[src/rtl/pp_shift_accum.sv]
// pp_shift_accum
//   Partial-product shift-and-accumulate unit for the sequential multiplier
//   datapath. Each accepted beat is zero-extended to OUT_W, shifted left by
//   shift_sel*SLICE_W and summed into a full-width accumulator. The finished
//   sum is presented over a valid/ready handshake.
//
// Ports
//   clk        in   1      rising-edge clock
//   reset_a    in   1      asynchronous reset, active high
//   clr        in   1      synchronous abort/clear, beats all handshakes
//   in_valid   in   1      input beat valid
//   in_ready   out  1      unit can accept a beat (IDLE or ACC)
//   inp        in   IN_W   partial product
//   shift_sel  in   SEL_W  shift position (>= N_SLICES means no shift)
//   in_first   in   1      beat starts a new sum
//   in_last    in   1      beat ends the sum
//   out_valid  out  1      result valid (DONE)
//   out_ready  in   1      consumer accepts result
//   result     out  OUT_W  accumulator, modulo 2^OUT_W
//   overflow   out  1      sticky carry out of OUT_W for the current sum
//   beat_count out  CNT_W  beats in current sum, saturating
module pp_shift_accum #(
  parameter  int IN_W     = 8,
  parameter  int SLICE_W  = 4,
  parameter  int N_SLICES = 3,
  parameter  int CNT_W    = 4,
  localparam int SEL_W    = ($clog2(N_SLICES + 1) > 1) ? $clog2(N_SLICES + 1) : 1,
  localparam int OUT_W    = IN_W + SLICE_W * (N_SLICES - 1)
) (
  input  logic             clk,
  input  logic             reset_a,
  input  logic             clr,
  input  logic             in_valid,
  output logic             in_ready,
  input  logic [IN_W-1:0]  inp,
  input  logic [SEL_W-1:0] shift_sel,
  input  logic             in_first,
  input  logic             in_last,
  output logic             out_valid,
  input  logic             out_ready,
  output logic [OUT_W-1:0] result,
  output logic             overflow,
  output logic [CNT_W-1:0] beat_count
);

  typedef enum logic [1:0] {IDLE, ACC, DONE} state_t;

  state_t           state_q, state_d;
  logic [OUT_W-1:0] acc_q, acc_d;
  logic             ovf_q, ovf_d;
  logic [CNT_W-1:0] cnt_q, cnt_d;

  logic [OUT_W-1:0] shifted;
  logic [OUT_W:0]   sum;

  // Only legal slice positions shift; anything out of range (and slice 0)
  // leaves the beat unshifted.
  always_comb begin
    shifted = OUT_W'(inp);
    for (int s = 1; s < N_SLICES; s++) begin
      if (shift_sel == SEL_W'(s)) shifted = OUT_W'(inp) << (s * SLICE_W);
    end
  end

  // Extra top bit carries out of OUT_W into the sticky overflow flag.
  assign sum = {1'b0, acc_q} + {1'b0, shifted};

  always_comb begin
    state_d = state_q;
    acc_d   = acc_q;
    ovf_d   = ovf_q;
    cnt_d   = cnt_q;
    if (clr) begin
      state_d = IDLE;
      acc_d   = '0;
      ovf_d   = 1'b0;
      cnt_d   = '0;
    end else begin
      case (state_q)
        IDLE, ACC: begin
          if (in_valid) begin
            // From IDLE every beat opens a sum, in_first or not.
            if (state_q == IDLE || in_first) begin
              acc_d = shifted;
              ovf_d = 1'b0;
              cnt_d = CNT_W'(1);
            end else begin
              acc_d = sum[OUT_W-1:0];
              ovf_d = ovf_q | sum[OUT_W];
              cnt_d = (&cnt_q) ? cnt_q : cnt_q + 1'b1;
            end
            state_d = in_last ? DONE : ACC;
          end
        end
        DONE: begin
          if (out_ready) state_d = IDLE;
        end
        default: state_d = IDLE;
      endcase
    end
  end

  always_ff @(posedge clk or posedge reset_a) begin
    if (reset_a) begin
      state_q <= IDLE;
      acc_q   <= '0;
      ovf_q   <= 1'b0;
      cnt_q   <= '0;
    end else begin
      state_q <= state_d;
      acc_q   <= acc_d;
      ovf_q   <= ovf_d;
      cnt_q   <= cnt_d;
    end
  end

  assign in_ready   = (state_q != DONE);
  assign out_valid  = (state_q == DONE);
  assign result     = acc_q;
  assign overflow   = ovf_q;
  assign beat_count = cnt_q;

endmodule
[config.mk]
export PLATFORM = sky130hd
export DESIGN_NAME = pp_shift_accum
export DESIGN_NICKNAME = d
export VERILOG_FILES = /design/src/rtl/pp_shift_accum.sv
export SDC_FILE = /design/constraint.sdc
export NUM_CORES = 1
export LEC_CHECK = 0
export ABC_AREA = 1
export CORE_ASPECT_RATIO = 0.7
export CORE_MARGIN = 2
export CORE_UTILIZATION = 49
export DETAILED_ROUTE_END_ITERATION = 10
export PLACE_DENSITY = 0.82
export SLEW_MARGIN = 20
export SYNTH_ARGS = -nofsm -noshare
export SYNTH_HDL_FRONTEND = slang
export SYNTH_SLANG_ARGS = --single-unit
[constraint.sdc]
create_clock -name clk -period 1.75 [get_ports clk]
set_input_delay 0.175 -clock clk [delete_from_list [all_inputs] [get_ports clk]]
set_output_delay 0.175 -clock clk [all_outputs]
set_load 0.05 [all_outputs]
* Word-level counts from Yosys, hierarchy flattened
Cells that the tools add are included.
Word-level totals: flip-flop bits (word level) 23, bits in latches 0, RAM bits 0, ROM bits 0, input port bits 17, output and inout port bits 23, memories kept 0
Cells by class: add/subtract/negate cells 2, $mul 0, divide/modulo/power cells 0, magnitude comparators 0, equality and inequality tests 8, shift operators 0, mux-type cells 20, bitwise gates (word level) 1, reductions and logical operators 9
Operators with widths (count):
- 2-to-1 mux 16 bit | 5
- 2-to-1 mux 4 bit | 5
- adder 16 x 16 -> 17 bit | 1
- 2-to-1 mux 12 bit | 1
- 2-to-1 mux 2 bit | 4
- inequality test 3 bit (second input constant) | 2
- adder 4 x 1 -> 4 bit (second input constant) | 1
- == test 2 x 1 -> 1 bit (second input constant) | 2
- == test 2 bit (second input constant) | 2
- 2-to-1 mux 1 bit | 4
- case mux 2 bit (2 select lines) | 1
- AND reduction 2 bit | 2
- AND reduction 4 bit | 1
- nonzero test 2 bit | 2
- inequality test 3 x 2 -> 1 bit (second input constant) | 1
- AND reduction 3 bit | 1
- zero test 2 bit | 1
- inequality test 2 bit (second input constant) | 1
- OR reduction 2 bit | 1
- logical OR 1 bit | 1
- OR 1 bit | 1

* Logic depth before layout (Yosys ltp)
depth in word-level cells 9, mapped depth 20

* Worst setup path before layout
No wires, ideal clock.
kind input port to flip-flop, from in shift_sel[0], to reg acc_q[14] (netlist: result[14]), setup time 0.118 ns, arrival time 2.052 ns, required time 1.632 ns, slack -0.420 ns, cell stages on the path 19, buffers on the path 2, cells stage by stage inv_2 nand2_4 buf_12 buf_12 inv_1 nor3_1 ha_1 inv_1 fa_1 inv_1 nand3_4 nand2_4 nand2_2 nand2_2 nand2_1 nand3_1 nand3_1 nand2_1 nand2_1
Between the ends: cells in the longest elaborated chain, start to end 8, elaborated cells between the ends (all ways) 9, classes of those cells 1 x add/sub; 2 x eq/ne; 6 x mux
RTL lines:
- from (decl) | line 36 | input logic [SEL_W-1:0] shift_sel,
- == test 2 x 1 -> 1 bit | line 61 | if (shift_sel == SEL_W'(s)) shifted = OUT_W'(inp) << (s * SLICE_W);
- 2-to-1 mux 12 bit | line 61
- 2-to-1 mux 16 bit * | line 61
- adder 16 x 16 -> 17 bit | line 66 | assign sum = {1'b0, acc_q} + {1'b0, shifted};
- 2-to-1 mux 16 bit * | line 83 | if (state_q == IDLE || in_first) begin
- 2-to-1 mux 16 bit * | line 81 | if (in_valid) begin
- 2-to-1 mux 16 bit * | line 79 | case (state_q)
- 2-to-1 mux 16 bit * | line 73 | if (clr) begin
- to (signal assigned) | line 106 | acc_q <= '0;
- to (signal assigned) | line 111 | acc_q <= acc_d;
- to (decl) | line 49 | logic [OUT_W-1:0] acc_q, acc_d;
Mark *: on every way between the ends. The rest lies on a longest branch, timed or not. The select of a mux whose other input is x is not followed. A chain may end at the register's enable or synchronous reset.

* Worst setup path after layout
from in inp[3], to reg acc_q[11] (netlist: result[11])
Between the ends: cells in the longest elaborated chain, start to end 7
RTL lines:
- from (decl) | line 35 | input logic [IN_W-1:0] inp,
- 2-to-1 mux 12 bit | line 61
- 2-to-1 mux 16 bit * | line 61
- adder 16 x 16 -> 17 bit | line 66
- 2-to-1 mux 16 bit * | line 83
- 2-to-1 mux 16 bit * | line 81
- 2-to-1 mux 16 bit * | line 79
- 2-to-1 mux 16 bit * | line 73
Marks and branches as above.

==> impl_results.md <==
* Clk_skew at between 0.015 and 0.02 ns
* Worst setup path class: in -> reg
* Horiz. Die Dim at slightly below 90 µm
* Sequential area share after synthesis at 0.235
* Rel. slew slack at 0.656
* Total grt overflow at 0
* Final setup margin at -0.131 ns
* Critical Path Start: inp[3]
* Mapped Cells at 382
* Proportion of power drawn by combinational gates at 0.521
* CP required at between 1.5 and 2 ns
* Net Switching at 909 µW
* Power consumption at 2070 µW
* Initial antenna violation count at 0
* Reg2reg start: result[8]$_DFFE_PP0P_
* Worst slew pin tran at 0.514 ns
* Critical path data arrival time at 2.09 ns
* Netlist Area Pre-Place at 2450 µm²
* P&R area growth vs syn at 65.1%
* Die Y-Extent at around 63 µm
* Main flop type after synthesis: dfrtp_1
* Leak at just over 0.002 µW
* # clock sinks at 23
* CP max stage delay at 0.30 ns
* Final nets at between 500 and 600
* Failing checks: negative setup slack
* Cell Int Power at 1160 µW
* Reg clk slew, reported paths at around 0.11 ns
* Most frequent CP cell: nand2_2
* Peak supply drop at 0.544 mV
* DR pass1 iterations at 6
* Finished Layout Cells at ~570
* I/O pin cnt at 40
* WP buf/inv at 2
* Number of global-route vias before repair at ~3200
* Number of port buffers at 39
* Mean Syn Cell Area at between 6 and 7 µm²
* Post-DP HPWL at 6.20 mm
* Critical path capture point type: flip-flop
* DR WL/cell at between 15 and 20 µm
* Routed WL at just under 10 mm
* Remaining DRCs at 0
* Root buffer cell: clkbuf_8
* Crit path launch type: primary input
* Status: finished, violations left
* Vias at ~3300
* Final Hold Fails at 0
* Max-slew violations at 0
* # setup viols final at 12
* CORE AREA at just under 5000 µm²
* Pre-CTS WS at -0.993 ns
* CTS tree: yes
* CP Max Fanout at 4
* Yosys warns at 0
* Worst Hold Class: in -> async
* Worst-Skew Late Latency at approximately 0.30 ns
* Starting DRT DRC Count at 350
* Max H-tree Level at 1
* Power density over the cells at 512 nW/µm²
* Reg power frac at 0.287
* Die area at between 5000 and 6000 µm²
* Crit path max-delay family: simple AND/OR/NAND/NOR gates
* Peak Freq at around 530 MHz
* Minimum clock period at 1.88 ns
* Reg2Reg Setup Slack at -0.07 ns
* Slowest-stage cell, CP: o21ai_1
* Tcrit/Tclk final at 1.07
* Row count at 21
* Gr usage total at 0.346
* Starting Density at 0.510
* Fraction of layout cells with a size suffix above 1 at 0.416
* Largest net degree at the start of global routing at 24
* Async set-or-reset flop fraction in the synthesized netlist at 1.00
* Vias/cell at 5.80
* Placed insts at 550
* Sw frac at 0.438
* TritonCTS Buffers at 3
* Worst-case clock buffer depth at 2
* Global-route wire length before repair at 15.0 mm
* Unrepaired setup endpoints after global routing: true
* Synthesized flop and latch total at 23
* Netlist cell types at 37
* Cell-by-cell trace of the critical path: dlygate4sd2_1, o21ai_1, a21oi_4, ha_4, buf_4, nand2_2, nor2_2, nand3_4, nand4_1, nand3_2, nand2_2, nand2_2
* GPL Wtd Cong at ~0.95
* Post-synth EDFFs at 0
* Syn nets at ~410
* Clock power share at 0.192
* Max-Cap Viols at 0
* ANT cells at 0
* Post-route ant nets at 0
what timing repair did:
item,in CTS,in global routing
hold buffers,0,0
endpoints found under the hold margin,0,0
pin swaps,37,28
gates resized for setup,100,49
setup endpoints to repair,16,16
buffers inserted,15,2
kinds of logic (layout without fill, tap and decap cells):
kind of cell    Yosys count  after routing  share of synthesized area
compound gates           52             52                      0.122
xor+xnor                  2              2                    0.00714
fa+ha+maj                14             14                     0.0745
buf+inv                  61            181                      0.110
flops                    23             23                      0.235
mux                       1              1                    0.00408
simple gates            229            229                      0.448
cell usage in the layout (no fill, tap or decap), types with 3 or more instances in the layout:
| cell | n |
|---|---|
| buf_4 | 84 |
| clkdlybuf4s50_1 | 14 |
| dfrtp_1 | 23 |
| a21oi_1 | 10 |
| ha_1 | 5 |
| o21ai_0 | 7 |
| a21oi_4 | 4 |
| dlygate4sd2_1 | 8 |
| ha_4 | 7 |
| buf_6 | 11 |
| nor2_2 | 13 |
| inv_4 | 4 |
| clkbuf_8 | 3 |
| nor3_1 | 4 |
| nor3_2 | 3 |
| dlymetal6s2s_1 | 3 |
| nand3_4 | 6 |
| inv_1 | 40 |
| nor2_1 | 30 |
| nand2_1 | 90 |
| inv_2 | 8 |
| nand3_2 | 8 |
| o21ai_1 | 8 |
| nand4_1 | 10 |
| nand3_1 | 24 |
| nand2_4 | 10 |
| nand2_2 | 23 |
power groups by stage:
stage	logic (µW)	registers (µW)	clock network [µW]
2_1_floorplan	397	693	0
3_3_place_gp	828	597	0
3_5_place_dp	841	598	0
4_1_cts	970	593	395
5_1_grt	1150	598	419
6_report	1080	595	398
state kept, by name (all words and copies together) (netlist names):
register and cells:
result 16, state_q 2, beat_count 4, overflow 1
metal layers:
metal	GRT usage	wire length, µm	vias to the layer above
met4	0.0947	319	0
met3	0.0773	1140	40
li1	-	-	1493
met1	0.448	3840	1544
met2	0.576	4550	235
met5	0	0	-
synthesized netlist by cell type (5+ instances only):
cell	instances	share of area
inv_1	51	0.078
o21ai_0	17	0.035
nand2_4	5	0.023
nand3_1	31	0.063
a21oi_1	16	0.033
nor2_1	43	0.066
nand4_1	10	0.025
nand2_1	109	0.17
ha_1	13	0.066
dfrtp_1	23	0.23
nor3_1	8	0.016
nand2_2	11	0.028
per-stage QoR:
step	hold slack, ns	instance area (µm²)	setup TNS [ns]	utilization
floorplan	0.177	2470	-2.52	-
global placement	0.498	3370	-11.68	0.701
finish	0.216	4050	-0.984	0.842
global route	0.300	4050	-1.89	0.842
CTS	0.241	3830	-0.468	0.797
detailed placement	0.501	3370	-12.59	0.701
final timing paths:
kind,to,cells after the start
setup / recovery,result[11]$_DFFE_PP0P_,12
hold / removal,result[14]$_DFFE_PP0P_,3
setup reg to reg,result[14]$_DFFE_PP0P_,12
hold reg to reg,overflow$_DFFE_PP0P_,2
max in group asynchronous,result[2]$_DFFE_PP0P_,3
min in group clk,state_q[0]$_DFFE_PP0P_,2
worst register-to-register path, cell delays in order, from the launching register on:
cell and delay (ns):
dfrtp_1 0.43, ha_4 0.30, buf_6 0.12, nand2_4 0.05, o21ai_2 0.17, a31oi_1 0.09, nor2_1 0.16, nor2_2 0.06
buf_4 0.13, nand3_2 0.06, nand3_2 0.05, nand2_1 0.08, nand2_1 0.04
final cells by class:
| type | instances | area [µm²] |
|---|---|---|
| Clock buffer | 3 | 41.3 |
| Inverter | 53 | 216 |
| Tap cell | 69 | 86.3 |
| Fill cell | 281 | 758 |
| Multi-Input combinational cell | 298 | 2050 |
| Clock inverter | 1 | 7.51 |
| Sequential cell | 23 | 576 |
| Timing Repair Buffer | 124 | 1070 |
Note: power is estimated with default switching activity, not from simulation.
==> variant: new RTL, same flow settings <==
Change the parameter `SLICE_W` from 4 to 5.
--- a/src/rtl/pp_shift_accum.sv
+++ b/src/rtl/pp_shift_accum.sv
@@ -21,7 +21,7 @@
 //   beat_count out  CNT_W  beats in current sum, saturating
 module pp_shift_accum #(
   parameter  int IN_W     = 8,
-  parameter  int SLICE_W  = 4,
+  parameter  int SLICE_W  = 5,
   parameter  int N_SLICES = 3,
   parameter  int CNT_W    = 4,
   localparam int SEL_W    = ($clog2(N_SLICES + 1) > 1) ? $clog2(N_SLICES + 1) : 1,
Ports: changed (resized result); port bits go from 40 to 42. The function was not compared with the original's and may differ.
==> variant against the unedited design <==
- the run now fails in global routing
- synthesized area is 4.7% higher
==> variant: results (changes against the unedited design) <==
[yosys]
sequential_share_of_the_synthesized_area_pct=24.3  ; +0.89 points
ys_async_sr_fraction_pct=100  ; unchanged
synth.area.top_cells=dfrtp_1, nand2_1, ha_1
synth.ff_latch_count=25  ; +8.7%
synth-warning-count=0  ; unchanged
synthAdderAreaFrac_pct=8.57  ; +1.1 points
synth_nets=435  ; +5.3%
post_synth_mux_area_share_pct=0.779  ; +0.37 points
synth.lib_cells_used.distinct=39  ; +5.4%
synth_xor_area_share_pct=0.341  ; -0.37 points
synth_flop_cell=dfrtp_1
synth_commonest_cells=nand2_1, inv_1, nor2_1
synth-compound-area-share_pct=14.6  ; +2.4 points

[placed_design]
globalplace.congestion=0.945  ; -0.37%
buffer_ports.inserted=41  ; +5.1%
dp_area_um2=3770  ; +12%
detailed_placement_wirelength_estimate_um=6990  ; +13%

[grt]
globalRouteOverflowTotal=105
grt_start_max_net_pins=26
grt_util_all_layers_pct=75.1

[sta]
timing.grt.repair.worst_endpoint=result[15]$_DFFE_PP0P_/D
endpoint_type=register input

[outcome]
run_status=aborted with a tool error
failed_stage=global routing
first-error=[ERROR GRT-0232] Routing congestion too high. Check the congestion heatmap in the GUI.

[clocking]
ctsRootBufferMaster=clkbuf_8
clock_path_buffers=2  ; unchanged
cts_inserted_buffers=3  ; unchanged
cts-htree-levels=1  ; unchanged

-- variant: per-stage QoR --
stage	worst slack (ns)	util, %	std cells
after CTS	-0.211	90.0	634
after detailed placement	-1.06	73.3	592
after global placement	-0.975	73.3	592
after floorplan	-0.285	-	401
-- variant: repair_timing --
action,in CTS
resized for setup,135
buffers inserted,38
hold buffers,0
pin swaps,52
gates cloned,1
endpoints found under the setup margin,18
-- variant: cell families after synthesis --
| family | after synthesis |
|---|---|
| mux | 2 |
| xor+xnor | 1 |
| simple gates | 228 |
| compound gates | 66 |
| buf+inv | 62 |
| flops | 25 |
| fa+ha+maj | 17 |
-- variant: metal layers --
layer  GRT overflow  track usage [%]
met2             73             99.8
met3              0             44.0
met1              2             77.2
met5              0                0
met4             30             85.6
